==> src/rtl/hls_axi_rd_arb_pkg.sv <==
// Shared types and helpers for the HLS AXI read-channel arbiter.
// The AR request struct is sized for the widest supported bus (64-bit address, 16-bit ID).
package hls_axi_pkg;

    localparam int AR_ADDR_MAX = 64;
    localparam int AR_ID_MAX   = 16;

    localparam logic [1:0] RESP_OKAY   = 2'b00;
    localparam logic [1:0] RESP_SLVERR = 2'b10;

    // Number of low ID bits that carry the port tag; never zero so a tag field always exists.
    function automatic int tag_w(input int n);
        return (n <= 1) ? 1 : $clog2(n);
    endfunction

    typedef struct packed {
        logic [AR_ADDR_MAX-1:0] addr;
        logic [AR_ID_MAX-1:0]   id;
        logic [7:0]             len;
        logic [2:0]             size;
    } axi_ar_req_t;

endpackage

==> src/rtl/hls_axi_rd_arb_if.sv <==
// AXI read-channel bundle (AR + R) between the arbiter and the virtual-memory interface.
interface axi_bus_t #(
    parameter int ID_W   = 16,
    parameter int ADDR_W = 64,
    parameter int DATA_W = 512
);
    logic              arvalid;
    logic              arready;
    logic [ADDR_W-1:0] araddr;
    logic [ID_W-1:0]   arid;
    logic [7:0]        arlen;
    logic [2:0]        arsize;

    logic              rvalid;
    logic              rready;
    logic [DATA_W-1:0] rdata;
    logic [ID_W-1:0]   rid;
    logic              rlast;
    logic [1:0]        rresp;

    modport master (
        output arvalid, araddr, arid, arlen, arsize, rready,
        input  arready, rvalid, rdata, rid, rlast, rresp
    );

    modport slave (
        input  arvalid, araddr, arid, arlen, arsize, rready,
        output arready, rvalid, rdata, rid, rlast, rresp
    );
endinterface

==> src/rtl/hls_axi_rd_arb_rr_arbiter.sv <==
// Combinational round-robin arbiter; ptr holds the index with highest priority next time.
// The pointer moves past the winner only when advance is high and something was granted.
module rr_arbiter
    import hls_axi_pkg::*;
#(
    parameter  int N     = 3,
    localparam int IDX_W = tag_w(N)
) (
    input  logic             clk,
    input  logic             rst_n,
    input  logic [N-1:0]     req,
    input  logic             advance,
    output logic [N-1:0]     gnt,
    output logic [IDX_W-1:0] gnt_idx,
    output logic             gnt_any
);

    logic [IDX_W-1:0] ptr;

    // First pass covers ptr..N-1, second pass wraps around to 0..ptr-1.
    always_comb begin
        gnt     = '0;
        gnt_idx = '0;
        gnt_any = 1'b0;
        for (int i = 0; i < N; i++) begin
            if (!gnt_any && req[i] && (IDX_W'(i) >= ptr)) begin
                gnt[i]  = 1'b1;
                gnt_idx = IDX_W'(i);
                gnt_any = 1'b1;
            end
        end
        for (int i = 0; i < N; i++) begin
            if (!gnt_any && req[i] && (IDX_W'(i) < ptr)) begin
                gnt[i]  = 1'b1;
                gnt_idx = IDX_W'(i);
                gnt_any = 1'b1;
            end
        end
    end

    always_ff @(posedge clk) begin
        if (!rst_n) begin
            ptr <= '0;
        end else if (advance && gnt_any) begin
            ptr <= (gnt_idx == IDX_W'(N - 1)) ? '0 : gnt_idx + 1'b1;
        end
    end

endmodule

==> src/rtl/hls_axi_rd_arb.sv <==
// N-port AXI read arbiter: round-robin AR merge into a one-entry output register,
// per-port burst accounting, and a tag-steered zero-latency R demux with bad-ID detection.
module hls_axi_rd_arb
    import hls_axi_pkg::*;
#(
    parameter  int N_PORTS         = 3,
    parameter  int ID_W            = 16,
    parameter  int ADDR_W          = 64,
    parameter  int DATA_W          = 512,
    parameter  int MAX_OUTSTANDING = 16,
    localparam int TAG_W           = tag_w(N_PORTS),
    localparam int SID_W           = ID_W - TAG_W,
    localparam int CNT_W           = $clog2(MAX_OUTSTANDING + 1)
) (
    input  logic                       clk,
    input  logic                       rst_n,
    input  logic [N_PORTS-1:0]         s_arvalid,
    output logic [N_PORTS-1:0]         s_arready,
    input  logic [N_PORTS*ADDR_W-1:0]  s_araddr,
    input  logic [N_PORTS*SID_W-1:0]   s_arid,
    input  logic [N_PORTS*8-1:0]       s_arlen,
    input  logic [N_PORTS*3-1:0]       s_arsize,
    output logic [N_PORTS-1:0]         s_rvalid,
    input  logic [N_PORTS-1:0]         s_rready,
    output logic [DATA_W-1:0]          s_rdata,
    output logic [SID_W-1:0]           s_rid,
    output logic                       s_rlast,
    output logic [1:0]                 s_rresp,
    axi_bus_t.master                   axi_m,
    output logic [N_PORTS*CNT_W-1:0]   outstanding,
    output logic                       err_bad_id
);

    logic [N_PORTS-1:0] elig;
    logic [N_PORTS-1:0] gnt;
    logic [TAG_W-1:0]   gnt_idx;
    logic               gnt_any;
    logic               load;
    logic               vld_p1;
    axi_ar_req_t        req_p0;
    axi_ar_req_t        ar_p1;
    logic [CNT_W-1:0]   cnt [N_PORTS];

    logic [TAG_W-1:0]   tag;
    logic               tag_hit;
    logic               sel_rready;

    // ---- p0: eligibility, arbitration and payload select ----
    always_comb begin
        elig = '0;
        for (int i = 0; i < N_PORTS; i++) begin
            elig[i] = s_arvalid[i] && (cnt[i] < CNT_W'(MAX_OUTSTANDING));
        end
    end

    assign load = !vld_p1 || axi_m.arready;

    rr_arbiter #(.N(N_PORTS)) u_arb (
        .clk     (clk),
        .rst_n   (rst_n),
        .req     (elig),
        .advance (load),
        .gnt     (gnt),
        .gnt_idx (gnt_idx),
        .gnt_any (gnt_any)
    );

    assign s_arready = gnt & {N_PORTS{load}};

    always_comb begin
        req_p0 = '0;
        for (int i = 0; i < N_PORTS; i++) begin
            if (gnt[i]) begin
                req_p0.addr = AR_ADDR_MAX'(s_araddr[i*ADDR_W +: ADDR_W]);
                req_p0.id   = AR_ID_MAX'({s_arid[i*SID_W +: SID_W], gnt_idx});
                req_p0.len  = s_arlen[i*8 +: 8];
                req_p0.size = s_arsize[i*3 +: 3];
            end
        end
    end

    // ---- p1: AR output register, held until the downstream handshake ----
    always_ff @(posedge clk) begin
        if (!rst_n) begin
            vld_p1 <= 1'b0;
        end else if (load) begin
            vld_p1 <= gnt_any;
        end
    end

    always_ff @(posedge clk) begin
        if (load && gnt_any) begin
            ar_p1 <= req_p0;
        end
    end

    assign axi_m.arvalid = vld_p1;
    assign axi_m.araddr  = ar_p1.addr[ADDR_W-1:0];
    assign axi_m.arid    = ar_p1.id[ID_W-1:0];
    assign axi_m.arlen   = ar_p1.len;
    assign axi_m.arsize  = ar_p1.size;

    // ---- R path: steer by tag; beats nobody is waiting for are sunk and flagged ----
    assign tag = axi_m.rid[TAG_W-1:0];

    always_comb begin
        tag_hit    = 1'b0;
        sel_rready = 1'b0;
        s_rvalid   = '0;
        for (int i = 0; i < N_PORTS; i++) begin
            if ((tag == TAG_W'(i)) && (cnt[i] != '0)) begin
                tag_hit     = 1'b1;
                sel_rready  = s_rready[i];
                s_rvalid[i] = axi_m.rvalid;
            end
        end
    end

    assign axi_m.rready = tag_hit ? sel_rready : 1'b1;
    assign s_rdata      = axi_m.rdata;
    assign s_rid        = axi_m.rid[ID_W-1:TAG_W];
    assign s_rlast      = axi_m.rlast;
    assign s_rresp      = axi_m.rresp;

    for (genvar i = 0; i < N_PORTS; i++) begin : g_cnt
        logic [CNT_W-1:0] c;
        logic             inc;
        logic             dec;

        assign inc = s_arready[i];
        assign dec = s_rvalid[i] && axi_m.rready && axi_m.rlast;

        always_ff @(posedge clk) begin
            if (!rst_n) begin
                c <= '0;
            end else if (inc && !dec) begin
                c <= c + CNT_W'(1);
            end else if (dec && !inc) begin
                c <= c - CNT_W'(1);
            end
        end

        assign cnt[i]                          = c;
        assign outstanding[i*CNT_W +: CNT_W]   = c;
    end

    always_ff @(posedge clk) begin
        if (!rst_n) begin
            err_bad_id <= 1'b0;
        end else if (axi_m.rvalid && !tag_hit) begin
            err_bad_id <= 1'b1;
        end
    end

endmodule
==> src/flat_wrapper.sv <==
// flat-port wrapper written by rule: the top's interface ports become plain ports
module hls_axi_rd_arb_flat import hls_axi_pkg::*;
#(
    parameter  int N_PORTS         = 3,
    parameter  int ID_W            = 16,
    parameter  int ADDR_W          = 64,
    parameter  int DATA_W          = 512,
    parameter  int MAX_OUTSTANDING = 16,
    localparam int TAG_W           = tag_w(N_PORTS),
    localparam int SID_W           = ID_W - TAG_W,
    localparam int CNT_W           = $clog2(MAX_OUTSTANDING + 1)
)
  (clk, rst_n, s_arvalid, s_arready, s_araddr, s_arid, s_arlen, s_arsize, s_rvalid, s_rready, s_rdata, s_rid, s_rlast, s_rresp, outstanding, err_bad_id, axi_m_arvalid, axi_m_araddr, axi_m_arid, axi_m_arlen, axi_m_arsize, axi_m_rready, axi_m_arready, axi_m_rvalid, axi_m_rdata, axi_m_rid, axi_m_rlast, axi_m_rresp);
  axi_bus_t #(.ID_W(ID_W), .ADDR_W(ADDR_W), .DATA_W(DATA_W)) axi_m_i ();
  input  logic clk;
  input  logic rst_n;
  input  logic [N_PORTS-1:0] s_arvalid;
  output logic [N_PORTS-1:0] s_arready;
  input  logic [N_PORTS*ADDR_W-1:0] s_araddr;
  input  logic [N_PORTS*SID_W-1:0] s_arid;
  input  logic [N_PORTS*8-1:0] s_arlen;
  input  logic [N_PORTS*3-1:0] s_arsize;
  output logic [N_PORTS-1:0] s_rvalid;
  input  logic [N_PORTS-1:0] s_rready;
  output logic [DATA_W-1:0] s_rdata;
  output logic [SID_W-1:0] s_rid;
  output logic s_rlast;
  output logic [1:0] s_rresp;
  output logic [N_PORTS*CNT_W-1:0] outstanding;
  output logic err_bad_id;
  output wire logic [$bits(axi_m_i.arvalid)-1:0] axi_m_arvalid;
  output wire logic [$bits(axi_m_i.araddr)-1:0] axi_m_araddr;
  output wire logic [$bits(axi_m_i.arid)-1:0] axi_m_arid;
  output wire logic [$bits(axi_m_i.arlen)-1:0] axi_m_arlen;
  output wire logic [$bits(axi_m_i.arsize)-1:0] axi_m_arsize;
  output wire logic [$bits(axi_m_i.rready)-1:0] axi_m_rready;
  input wire logic [$bits(axi_m_i.arready)-1:0] axi_m_arready;
  input wire logic [$bits(axi_m_i.rvalid)-1:0] axi_m_rvalid;
  input wire logic [$bits(axi_m_i.rdata)-1:0] axi_m_rdata;
  input wire logic [$bits(axi_m_i.rid)-1:0] axi_m_rid;
  input wire logic [$bits(axi_m_i.rlast)-1:0] axi_m_rlast;
  input wire logic [$bits(axi_m_i.rresp)-1:0] axi_m_rresp;
  assign axi_m_arvalid = axi_m_i.arvalid;
  assign axi_m_araddr = axi_m_i.araddr;
  assign axi_m_arid = axi_m_i.arid;
  assign axi_m_arlen = axi_m_i.arlen;
  assign axi_m_arsize = axi_m_i.arsize;
  assign axi_m_rready = axi_m_i.rready;
  assign axi_m_i.arready = axi_m_arready;
  assign axi_m_i.rvalid = axi_m_rvalid;
  assign axi_m_i.rdata = axi_m_rdata;
  assign axi_m_i.rid = axi_m_rid;
  assign axi_m_i.rlast = axi_m_rlast;
  assign axi_m_i.rresp = axi_m_rresp;
  hls_axi_rd_arb #(.N_PORTS(N_PORTS), .ID_W(ID_W), .ADDR_W(ADDR_W), .DATA_W(DATA_W), .MAX_OUTSTANDING(MAX_OUTSTANDING)) u_core (.clk(clk), .rst_n(rst_n), .s_arvalid(s_arvalid), .s_arready(s_arready), .s_araddr(s_araddr), .s_arid(s_arid), .s_arlen(s_arlen), .s_arsize(s_arsize), .s_rvalid(s_rvalid), .s_rready(s_rready), .s_rdata(s_rdata), .s_rid(s_rid), .s_rlast(s_rlast), .s_rresp(s_rresp), .axi_m(axi_m_i), .outstanding(outstanding), .err_bad_id(err_bad_id));
endmodule
==> config.mk <==
export PLATFORM = sky130hd
export DESIGN_NAME = hls_axi_rd_arb_flat
export DESIGN_NICKNAME = d
export VERILOG_FILES = /design/src/rtl/hls_axi_rd_arb_pkg.sv /design/src/rtl/hls_axi_rd_arb_if.sv /design/src/rtl/hls_axi_rd_arb_rr_arbiter.sv /design/src/rtl/hls_axi_rd_arb.sv /design/src/flat_wrapper.sv
export SDC_FILE = /design/constraint.sdc
export NUM_CORES = 1
export LEC_CHECK = 0
export ABC_AREA = 1
export BUFFER_PORTS_ARGS = -buffer_cell sky130_fd_sc_hd__buf_2
export CAP_MARGIN = 30
export CORE_AREA = 2 2 567 569
export CTS_CLUSTER_DIAMETER = 30
export DETAILED_ROUTE_END_ITERATION = 6
export DIE_AREA = 0 0 569 571
export PLACE_DENSITY = 0.3
export REMOVE_ABC_BUFFERS = 1
export SLEW_MARGIN = 20
export SYNTH_ARGS = -nofsm -noshare
export SYNTH_HDL_FRONTEND = slang
export SYNTH_HIERARCHICAL = 1
export SYNTH_SLANG_ARGS = --single-unit
==> constraint.sdc <==
create_clock -name clk -period 6.75 [get_ports clk]
set_clock_uncertainty 0.05 [all_clocks]
set_input_delay 0.675 -clock clk [delete_from_list [all_inputs] [get_ports clk]]
set_output_delay 0.675 -clock clk [all_outputs]
set_load 0.02 [all_outputs]
==> results.yml, run 1 <==
worst_setup_path:
  critPathLaunchType: "register"
  critPathRequiredTime_ns: 6.97
  path_cells: "nor2_1 -> nand2_2 -> nand4_1 -> nand2_4 -> nor2_8 -> buf_4 -> buf_4 -> a22oi_1 -> o21ai_0"
  crit_buf_inv: 2
  critPathKind: "reg -> reg"
  reg2reg_depth: 9
  crit_fanout: 47
  cp.arrival_ns: 4.01
  crit_top_cell: "buf_4"
  max_stage_delay_ns: 0.66
  end_kind: "register"
  slowest_stage: "buf_4"
  crit_cells: 9
  cp_top_family: "simple AND/OR/NAND/NOR gates"
routing:
  antenna_left: 0
  routedWlPerCell_um: 76.4
  routed_wl_um: 398000
  drtPass1Iterations: 5
  drcViolationCount: 0
  viasPerCell: 2.00
  drt_iter0_drc: 1160
  vias: 10435
global_route:
  grt_pass1_wl_um: 415000
  grt_pass1_vias: 7784
  grt_overflow: 0
  grt_max_degree: 101
  grt_usage: 0.237
  antenna_found_initial: 30
cells_and_area:
  fillers: 37880
  regArea_um2: 3110
  area_growth_pct: 35.3
  multi_input_area_um2: 2390
  drive_gt1_frac: 0.430
  final_nets: 1823
yosys:
  synth.top_cell.area_share: 0.407
  syn_area_um2: 9820
  synthTopCellsByArea: "buf_4 (41%), edfxtp_1 (28%), a22oi_1 (6.8%), nand2_1 (4.7%), o21ai_0 (4.5%)"
  synth-warning-count: 6
  synth_seq_area_share: 0.317
  syn_inst: 1154
  syn_area_per_cell_um2: 8.51
  synth-seq-cells: 110
  synth_top_area_cell: "buf_4"
  synth_cell_types: 25
clock_tree:
  htree_levels: 3
  path_clk_slew_ns: 0.10
  clockBufferDepth: 2
  root_buffer: "clkbuf_16"
  cts_tree: "done"
  cts_resized: 0
  cts_setup_buffers: 0
  clock_sinks: 110
  cts_buffers: 9
  insertion_delay_ns: 0.43
  ctsHoldBuffers: 0
outcome:
  status: "finished, final reports clean"
worst_hold_path:
  hold_class: "reg -> reg"
  whs_path_depth: 2
place:
  portBuffers: 395
  gp_congestion: 1.30
  dp_hpwl_um: 383000
sta:
  slew_violations: 0
  fmax_ghz: 0.263
  hold_viol: 0
  worst_pin_slew_ns: 0.979
  rsz0062_at_grt: "false"
  period_share: 0.563
  setup_viol: 0
  finalSetupTns_ns: 0
  slew_headroom: 0.347
  period_needed_ns: 3.80
die:
  fp.dieH_um: 571
  ios: 1452
  fp.coreArea_um2: 319000
  start_util: 0.0308
  die_area_um2: 325000
  std_cell_rows: 208
  die-width_um: 569
power:
  leakagePower_nw: 3.99
  irDropWorstVdd_mv: 0.135
  finalPower_mw: 4.49
  p_per_area_nw_per_um2: 338
job:
  cap_violations: 0
## Yosys cell counts, drive strengths merged
cell type  instances
nand4              6
a31oi              2
nand3             22
xnor2              3
o21ai            100
fa                 3
nand2            129
inv               45
edfxtp            91
clkbuf            16
dfxtp             19
xor2               3
nor2              39
a21oi             22
ha                12
a22oi             89
buf              553
## worst paths after layout
check	startpoint	end	slack [ns]
worst max-delay path	u_core/g_cnt[2].c[4]	u_core/axi_m.araddr[34]	2.95
worst min-delay path	u_core/err_bad_id	u_core/err_bad_id	0.41
worst max register to register	u_core/g_cnt[2].c[4]	u_core/axi_m.araddr[34]	2.95
worst min register to register	u_core/err_bad_id	u_core/err_bad_id	0.41
## state kept, by name, indices dropped and copies added (netlist names)
signal	flops
u_core/g_cnt.c	15
u_core/axi_m.arid	16
u_core/axi_m.arlen	8
u_core/axi_m.arsize	3
u_core/axi_m.araddr	64
u_core/u_arb/ptr	2
u_core/axi_m.arvalid	1
u_core/err_bad_id	1
## power by group
group	leakage, nW	internal, mW	switching (mW)	total, mW
logic	2.74	0.616	1.91	2.52
registers	1.12	1.16	0.164	1.33
clock network	0.129	0.258	0.389	0.647
total	3.99	2.03	2.46	4.49
## per-stage QoR
| step | hold WS (ns) | worst slack [ns] | area (um^2) | util | instances |
|---|---|---|---|---|---|
| 3_5_place_dp | 0.396 | 2.48 | 13000 | 0.0406 | 5188 |
| 4_1_cts | 0.397 | 2.86 | 13200 | 0.0415 | 5203 |
| 2_1_floorplan | 0.467 | 1.25 | 5650 | - | 585 |
| 3_3_place_gp | 0.396 | 2.58 | 13000 | 0.0406 | 5188 |
| 5_1_grt | 0.408 | 2.65 | 13300 | 0.0416 | 5205 |
| 6_report | 0.410 | 2.95 | 13300 | 0.0416 | 5209 |
## cells by family (layout without fill, tap and decap cells)
logic type,after synthesis,count (layout),synth area share
other,0,5,0
AND/OR/NAND/NOR,196,196,0.0828
flip-flops,110,110,0.317
adder cells (fa/ha/maj),15,15,0.0214
buffers and inverters,614,464,0.442
XOR/XNOR,6,6,0.00535
AO/OA/AOI/OAI,213,213,0.131
## metal layers
layer / vias to the layer above / track usage / part of all wire
li1: 3007 / - / -
met1: 4350 / 0.0643 / 0.10
met2: 2837 / 0.428 / 0.51
met3: 177 / 0.382 / 0.34
met4: 64 / 0.0816 / 0.041
met5: - / 0.126 / 0.013
## worst register-to-register path, stage by stage (launching register included)
cell     delay (ns)
dfxtp_1        0.38
nor2_1         0.30
nand2_2        0.10
nand4_1        0.16
nand2_4        0.36
nor2_8         0.59
buf_4          0.73
buf_4          0.58
a22oi_1        0.16
o21ai_0        0.23
## layout make-up
cell class,instances,area share
diodes,5,0.000942
clock buffers,9,0.0170
clock inverters,6,0.00424
inverters,45,0.0127
multi-input cells,430,0.180
flip-flops and latches,110,0.234
well taps,4200,0.396
repair buffers,404,0.155
## cells in the final DEF, fill, tap and decap left out, drive strengths merged, types with 5 or more instances in the layout
cell type and count:
edfxtp 91, o21ai 100, a22oi 89, nand2 129, ha 12, nor2 39
diode 5, nand3 22, clkbuf 9, a21oi 22, inv 47, dfxtp 19
buf 404, nand4 6
Power figures use the tool's default switching activity.
==> run 2, diff against run 1 <==
--- a/config.mk
+++ b/config.mk
@@ -5,13 +5,13 @@
 export SDC_FILE = /design/constraint.sdc
 export NUM_CORES = 1
 export LEC_CHECK = 0
-export ABC_AREA = 1
+export ABC_AREA = 0
 export BUFFER_PORTS_ARGS = -buffer_cell sky130_fd_sc_hd__buf_2
 export CAP_MARGIN = 30
-export CORE_AREA = 2 2 567 569
+export CORE_AREA = 2 2 566 568
 export CTS_CLUSTER_DIAMETER = 30
 export DETAILED_ROUTE_END_ITERATION = 6
-export DIE_AREA = 0 0 569 571
+export DIE_AREA = 0 0 568 570
 export PLACE_DENSITY = 0.3
 export REMOVE_ABC_BUFFERS = 1
 export SLEW_MARGIN = 20
==> constraint.sdc (replaced) <==
create_clock -name clk -period 3.5 [get_ports clk]
set_clock_uncertainty 0.05 [all_clocks]
set_input_delay 0.35 -clock clk [delete_from_list [all_inputs] [get_ports clk]]
set_output_delay 0.35 -clock clk [all_outputs]
set_load 0.02 [all_outputs]
==> results.yml, run 2 <==
place:
  gp_congestion: 1.30
  dp_hpwl_um: 385000
  portBuffers: 395
worst_setup_path:
  cp-startpoint: "u_core/g_cnt[2].c[4]"
  cp_top_family: "simple AND/OR/NAND/NOR gates"
  end_kind: "register"
  critPathLaunchType: "register"
  critPathRequiredTime_ns: 3.63
  path_cells: "nor2b_1 -> a21oi_2 -> nor2_2 -> nor2_4 -> nor2b_4 -> buf_4 -> a22oi_1 -> o21ai_0"
  max_stage_delay_ns: 0.53
  cp.arrival_ns: 3.05
  crit_buf_inv: 1
  r2r-start: "u_core/g_cnt[2].c[4]"
  critPathKind: "reg -> reg"
  crit_fanout: 8
  slowest_stage: "o21ai_0"
clock_tree:
  insertion_delay_ns: 0.45
  ctsHoldBuffers: 0
  htree_levels: 3
  root_buffer: "clkbuf_16"
  clockBufferDepth: 2
  cts_buffers: 9
  cts_setup_buffers: 0
  cts_resized: 0
  cts_tree: "done"
  clock_sinks: 110
  path_clk_slew_ns: 0.15
yosys:
  synth_cell_types: 41
  synth_ff_type: "edfxtp_1"
  synthTopCellsByArea: "buf_4 (41%), edfxtp_1 (28%), a22oi_1 (6.9%), o21ai_0 (4.7%), dfxtp_1 (3.9%)"
  synth_seq_area_share: 0.318
  synth-warning-count: 6
  synthArstFlopShare: 0
  muxShareOfSynthArea: 0.00613
  yosysMostFrequentCell: "buf_4"
  synth_edf_count: 91
  synth_compound_area_frac: 0.138
  netlist_top_cells_count: "buf_4 (534), nand2_1 (101), o21ai_0 (92), edfxtp_1 (91), a22oi_1 (90)"
  syn_inst: 1096
  syn_area_per_cell_um2: 8.94
  synth.top_cell.area_share: 0.409
  synthAdderAreaFrac: 0.0215
  syn_area_um2: 9790
  synth_top_area_cell: "buf_4"
  synthSimpleGateAreaFrac: 0.0807
  synth_xor_area_frac: 0.00537
  synth_top_family_by_area: "buffers and inverters"
  synth-seq-cells: 110
cells_and_area:
  fin_util: 0.0421
  largest_reg_flops: 64
  final_nets: 1766
  drive_gt1_frac: 0.460
  layout_common_cells: "buf_2 (395), nand2_1 (101), o21ai_0 (92)"
  layout.cells.most_common: "buf_2"
  area_growth_pct: 36.3
sta:
  rsz0062_at_grt: "false"
  worst_pin_slew_ns: 0.960
  hold_viol: 0
  setup_viol: 0
  fmax_ghz: 0.343
  finalSetupTns_ns: 0
  slew_violations: 0
  period_needed_ns: 2.92
  period_share: 0.833
  slew_headroom: 0.360
die:
  std_cell_rows: 207
  start_util: 0.0309
  fp.coreArea_um2: 317000
  die-width_um: 568
  fp.dieH_um: 570
  die_area_um2: 324000
  ios: 1452
global_route:
  grt_pass1_wl_um: 418000
  grt_pass1_vias: 7661
  grt_max_degree: 171
  grt_usage: 0.240
  grt_overflow: 0
  grtUsageMet2: 0.434
  grt.busiest_layer: "met2"
  gr-usage-met1: 0.0642
  antenna_found_initial: 37
  met3_usage: 0.388
routing:
  routed_wl_um: 400000
  drcViolationCount: 0
  drt_iter0_drc: 1413
  antenna_left: 0
  viasPerCell: 2.01
  routedWlPerCell_um: 77.8
  vias: 10334
  drtPass1Iterations: 5
worst_hold_path:
  hold_class: "in -> reg"
  min_from: "s_arlen[16]"
power:
  leakagePower_nw: 3.81
  p_per_area_nw_per_um2: 607
  irDropWorstVdd_mv: 0.268
outcome:
  status: "finished, final reports clean"
job:
  cap_violations: 0
[run 2: cell count changes in the layout (fill, tap and decap cells not counted), sizes merged, moves of 7 or more]
cell | previous run | this run
a21oi | 22 | 10
and2 | 0 | 13
diode | 5 | 12
inv | 47 | 6
nand2 | 129 | 101
nand2b | 0 | 7
nand3 | 22 | 9
nor2 | 39 | 11
nor2b | 0 | 11
[run 2: final timing paths]
kind / to / slack, ns / depth (start not counted)
worst max-delay path: u_core/axi_m.arid[9] / 0.58 / 8
worst min-delay path: u_core/axi_m.arlen[0] / 0.09 / 3
worst max register to register: u_core/axi_m.arid[9] / 0.58 / 8
worst min register to register: u_core/err_bad_id / 0.45 / 2
[run 2: kinds of logic (layout without fill, tap and decap cells)]
| family | after synthesis | in the layout |
|---|---|---|
| buffers and inverters | 578 | 429 |
| AOI/OAI and AO/OA | 213 | 213 |
| adders and majority gates | 15 | 15 |
| muxes | 6 | 6 |
| DFF | 110 | 110 |
| and+or+nand+nor | 168 | 168 |
| xor gates and xnor gates | 6 | 6 |
| other | 0 | 12 |
[run 2: tightest hold or removal path, delay by kind of cell]
family                 cells  cell delay, ns
AOI/OAI and AO/OA          1            0.06
buffers and inverters      1            0.08
and+or+nand+nor            1            0.04
[run 2: final cells by class]
| class | instances | area (um^2) |
|---|---|---|
| fillers | 37622 | 304000 |
| well taps | 4180 | 5230 |
| flip-flops and latches | 110 | 3110 |
| multi-input cells | 408 | 2490 |
| repair buffers | 410 | 2160 |
| clock buffers | 9 | 225 |
| clock inverters | 6 | 81.3 |
| diodes | 12 | 30.0 |
| inverters | 4 | 15.0 |
[run 2: report_power, final]
group	switching, mW	internal (mW)
registers	0.325	2.13
clock network	0.813	0.572
logic	3.10	1.16
[run 2: through the flow]
| stage | cells | power [mW] | setup WS (ns) | instance area, um^2 | hold slack [ns] |
|---|---|---|---|---|---|
| detailed placement | 5112 | 6.93 | 0.443 | 13000 | 0.413 |
| floorplan | 522 | 4.40 | -3.94 | 5590 | 0.422 |
| global route | 5133 | 8.55 | 0.383 | 13300 | 0.0779 |
| CTS | 5127 | 8.42 | 0.577 | 13300 | 0.0459 |
| finish | 5139 | 8.10 | 0.583 | 13400 | 0.0933 |
| global placement | 5112 | 6.93 | 0.464 | 13000 | 0.399 |
[run 2: routing by layer]
| layer | part of all wire | wire (um) |
|---|---|---|
| met1 | 0.10 | 40300 |
| met2 | 0.51 | 204000 |
| met3 | 0.34 | 136000 |
| met4 | 0.038 | 15000 |
| met5 | 0.012 | 4820 |
